$ cat config.mk
export PLATFORM = sky130hd
export DESIGN_NAME = led_stretch
export DESIGN_NICKNAME = d
export VERILOG_FILES = /design/src/rtl/usb_rx_seq_checker_led_stretch.sv
export SDC_FILE = /design/constraint.sdc
export NUM_CORES = 1
export LEC_CHECK = 0
export CAP_MARGIN = 0
export CORE_MARGIN = 3
export CORE_UTILIZATION = 25
export DETAILED_ROUTE_END_ITERATION = 6
export DONT_BUFFER_PORTS = 1
export MAX_ROUTING_LAYER = met4
export PLACE_DENSITY = 0.4
export SETUP_SLACK_MARGIN = 0.2
export SYNTH_ARGS = -nofsm -noshare
export SYNTH_HDL_FRONTEND = slang
export SYNTH_SLANG_ARGS = --single-unit
$ cat constraint.sdc
create_clock -name clk -period 3.4 [get_ports clk]
set_input_delay 0.68 -clock clk [delete_from_list [all_inputs] [get_ports clk]]
set_output_delay 0.68 -clock clk [all_outputs]
set_load 0.005 [all_outputs]
$ cat src/rtl/usb_rx_seq_checker_led_stretch.sv
// led_stretch: holds led low for HOLD cycles after the most recent trig pulse.
module led_stretch #(
   parameter int unsigned HOLD = 50000000
) (
   input  logic clk,
   input  logic rst,
   input  logic trig,
   output logic led
);

   localparam int unsigned HW = $clog2(HOLD + 1);

   logic [HW-1:0] hold_q, hold_d;
   logic          led_q, led_d;

   // Reload on trigger, otherwise count down to zero; led mirrors the next count.
   always_comb begin
      hold_d = hold_q;
      if (trig) begin
         hold_d = HW'(HOLD);
      end else if (hold_q != '0) begin
         hold_d = hold_q - HW'(1);
      end
      led_d = (hold_d == '0);
   end

   // Hold counter and registered led.
   always_ff @(posedge clk) begin
      if (rst) begin
         hold_q <= '0;
         led_q  <= 1'b1;
      end else begin
         hold_q <= hold_d;
         led_q  <= led_d;
      end
   end

   assign led = led_q;

endmodule

After elaboration in Yosys (flattened, before gate mapping):

Cells that the tools add are included.

* register bits after elaboration: 27
* latch bits: 0
* RAM bits: 0
* memory bits (read-only): 0
* input bits: 3
* memories: 0

* add/sub/neg operators: 1
* $mul: 0
* divide/modulo/power cells: 0
* magnitude comparators: 0
* eq/ne operators: 0
* shifts and indexed selects: 0
* muxes and demuxes: 2
* bitwise logic cells: 0
* reduce and logical (&&, ||, !) cells: 2

Operators by type and width (number)
* $mux 26: 2
* $logic_not 26->1: 1
* $reduce_bool 26->1: 1
* $sub 26x1->26 const B: 1

Longest topological paths before layout:

Gate-level depths: netlist of the first run.

* depth after elaboration: 4
* mapped depth: 10

Worst setup path before layout of the first run:

OpenSTA, ideal clock, no wires.

* kind: flip-flop to flip-flop
* from: register hold_q[0]
* to: register led_q, in the netlist led
* library setup time: 0.096 ns
* data arrival time: 2.661 ns
* path slack: 0.643 ns
* cell stages (with the launch flop): 9
* path buffers: 0
* cell sequence: dfxtp_1 -> inv_1 -> ha_1 -> or3b_2 -> or4_4 -> or3_1 -> a2111oi_2 -> nand4_1 -> o41ai_2

* cells in the longest elaborated chain, start to end: 4
* elaborated cells between the ends (all ways): 5

RTL lines
* start, declared: line 13 `logic [HW-1:0] hold_q, hold_d;`
* start signal, assigned: line 33 `hold_q <= hold_d;`
* $sub 26x1->26 or $reduce_bool 26->1 (tied branches): line 22, 21
* $mux 26 *: line 21 `end else if (hold_q != '0) begin`
* $mux 26 *: line 19 `if (trig) begin`
* $logic_not 26->1 *: line 24 `led_d = (hold_d == '0);`
* end signal, assigned: line 34 `led_q <= led_d;`
* end, declared: line 14 `logic led_q, led_d;`

Every way passes the cells marked *; elsewhere a longest branch is shown, timed or not.
A chain may end at the register's enable or synchronous reset.

Worst setup path in the final report of the first run:

Ends and elaborated chain as after synthesis.

==> qor.yml, run 1 <==
pwr:
  p_leak_nw: 0.579
  cellPowerDensity_mw_per_mm2: 461
  total_power_uw: 753
  vdd_ir_drop_max_mv: 0.239
place:
  placed_cells: 257
  gp_congestion: 0.806
  dp_hpwl_microns: 2740
  io_buffers: 0
cts:
  cts.sinks: 27
  clk_pin_slew_ns: 0.10
  postCtsSetupRepairBufs: 0
  clock_latency_ns: 0.27
  clk_path_buf_depth: 2
  clockRootBuffer: "clkbuf_8"
  cts_tree: "yes"
  cts_hold_buf: 0
  cts_htree_levels: 1
  numCtsBuffers: 3
floorplan:
  rows: 27
  die_x_microns: 83.8
  initial_utilization_pct: 26.7
  dieArea_sq_mm: 0.00703
  core_area_sq_mm: 0.00568
  io_pins: 4
  die_h_microns: 83.8
timing:
  period_needed_ns: 3.00
  hold_viol_final: 0
  final.setup.tns_ns: 0
  finalSetupViolations: 0
  slew_violations: 0
  slew_headroom_pct: 61.0
  skew_ns: 0.00643
  tightest_slew_ns: 0.580
  rsz0062_at_grt: "false"
  fmax_ghz: 0.333
  finalCritPeriodShare_pct: 88.2
route:
  viasPerCell: 5.21
  wl_per_cell_microns: 14.3
  route.detailed.drc: 0
  top_layer_used: "met4"
  wl_met2_microns: 1720
  vias: 1361
  drt_iter0_drc: 94
  first_pass_iters: 4
  wl_met3_microns: 130
  drt_wl_total_microns: 3740
  wl_met1_microns: 1880
  ant_nets: 0
critical_path:
  start_kind: "flip-flop"
  worstPathArrival_ns: 3.16
  end_kind: "flip-flop"
  rr_worst_depth: 10
  path_class: "reg2reg"
  cp_max_fo: 7
  cp.required_ns: 3.56
final_layout:
  finalNetCount: 194
  diodes: 0
  syn_to_final_growth_pct: 7.93
  fillers: 628
  multi_input_area_sq_um: 913
  final_cell_count_no_fill: 261
  ff_latch_area_sq_um: 541
  drive_gt1_share_pct: 6.88
logic_synthesis:
  synthTopCellsByArea: "dfxtp_1 (36%), nor2_1 (8.4%), a21oi_1 (4.6%)"
  synth-async-reset-ratio_pct: 0
  netlist.area_leader.share_pct: 35.7
  yosysMostFrequentCell: "nor2_1"
  syn-cell-area_sq_mm: 0.00151
  ys_types: 42
  yosysSeqAreaShare_pct: 35.7
  yosysTopAreaCell: "dfxtp_1"
  ys_warn_count: 0
  ys_ff_latch: 27
  synth_edf_count: 0
  synth_top_cells_by_count: "nor2_1 (34), dfxtp_1 (27), a21oi_1 (14)"
  synthCells: 192
  synth_ff_type: "dfxtp_1"
  synth.avg_cell_area_sq_um: 7.89
  synth_fp_nets: 196
run_status:
  status: "finished, final reports clean"
hold_path:
  whs_path_depth: 1
  hold_path.class: "in2reg"
global_route:
  grt_pass1_wl_microns: 6440
  grt_max_degree: 16
  grt_usage_pct: 11.5
  grt_overflow: 0
  grt_pass1_vias: 1276
  antenna_found_initial: 0
flow_run:
  drv_cap: 0
worst max-delay path: stages, from the launching register on:
cell      delay (ns)
dfxtp_1         0.38
inv_1           0.08
ha_1            0.20
or3b_2          0.53
or4_4           0.54
o21ai_1         0.17
buf_4           0.18
or2_1           0.22
nor3b_1         0.08
a311oi_1        0.38
o41ai_2         0.13
report_power, final:
| group | total, mW | internal (mW) | switching (mW) |
|---|---|---|---|
| combinational | 0.195 | 0.0801 | 0.115 |
| sequential | 0.371 | 0.341 | 0.0299 |
| clock | 0.187 | 0.0840 | 0.103 |
| total | 0.753 | 0.505 | 0.248 |
cell usage in the layout (no fill, tap or decap), types with 4 or more instances in the layout:
cell / n
xnor2_1: 7
nor2_1: 34
dfxtp_1: 27
nor3_1: 11
or3_1: 9
inv_1: 6
a21oi_1: 14
nand2_1: 9
nand4_1: 4
nor4_1: 7
xor2_1: 7
cell families (layout without fill, tap and decap cells):
family,after synthesis,count (layout),share of synthesized area [%]
AND/OR/NAND/NOR,99,99,34.9
AO/OA/AOI/OAI,31,31,13.6
flip-flops,27,27,35.7
buffers and inverters,16,13,4.13
XOR/XNOR,14,14,8.10
multiplexers,4,4,2.73
adder cells (fa/ha/maj),1,1,0.826
final cells by class:
cell class	count	area share, %
clock buffers	4	2.76
inverters	6	1.38
multi-input cells	149	55.9
repair buffers	3	1.38
flip-flops and latches	27	33.1
well taps	72	5.51
sequential cells by signal, summed over array words and instances, names as in the netlist:
name and flops:
hold_q 26, led 1
routing by layer:
layer  GRT usage (%)  vias to the layer above
li1                -                      684
met1            15.6                      655
met2            18.2                       20
met3            2.47                        2
met4            1.32                        0
met5               -                        -
what timing repair did:
action                                 CTS  global route
gates resized for setup                  0             1
endpoints found under the hold margin    0             0
setup endpoints to repair                0             1
metrics by stage:
stage	setup WS [ns]	utilization, %	cell area [sq um]	hold WS [ns]
2_1_floorplan	0.643	-	1510	0.486
3_3_place_gp	0.430	28.0	1590	0.524
3_5_place_dp	0.381	28.0	1590	0.530
4_1_cts	0.359	28.7	1630	0.452
5_1_grt	0.212	28.8	1630	0.441
6_report	0.400	28.8	1630	0.461
final timing paths:
path / start / end / slack, ns
setup / recovery: hold_q[0] / led / 0.40
hold / removal: rst / hold_q[25] / 0.46
setup reg to reg: hold_q[0] / led / 0.40
hold reg to reg: hold_q[2] / hold_q[2] / 0.54
No activity file was read; power rests on OpenSTA's default activity.
==> run 2, diff against run 1 <==
--- a/config.mk
+++ b/config.mk
@@ -8,6 +8,7 @@
 export CAP_MARGIN = 0
 export CORE_MARGIN = 3
 export CORE_UTILIZATION = 25
+export CTS_CLUSTER_SIZE = 16
 export DETAILED_ROUTE_END_ITERATION = 6
 export DONT_BUFFER_PORTS = 1
 export MAX_ROUTING_LAYER = met4
==> results of run 2 <==
Final layout, timing and power as in run 1 (identical DEF).
==> run 3, diff against run 2 <==
--- a/config.mk
+++ b/config.mk
@@ -8,6 +8,7 @@
 export CAP_MARGIN = 0
 export CORE_MARGIN = 3
 export CORE_UTILIZATION = 25
+export CTS_CLUSTER_DIAMETER = 200
 export CTS_CLUSTER_SIZE = 16
 export DETAILED_ROUTE_END_ITERATION = 6
 export DONT_BUFFER_PORTS = 1
==> results of run 3 <==
Final layout, timing and power as in run 1 (identical DEF).
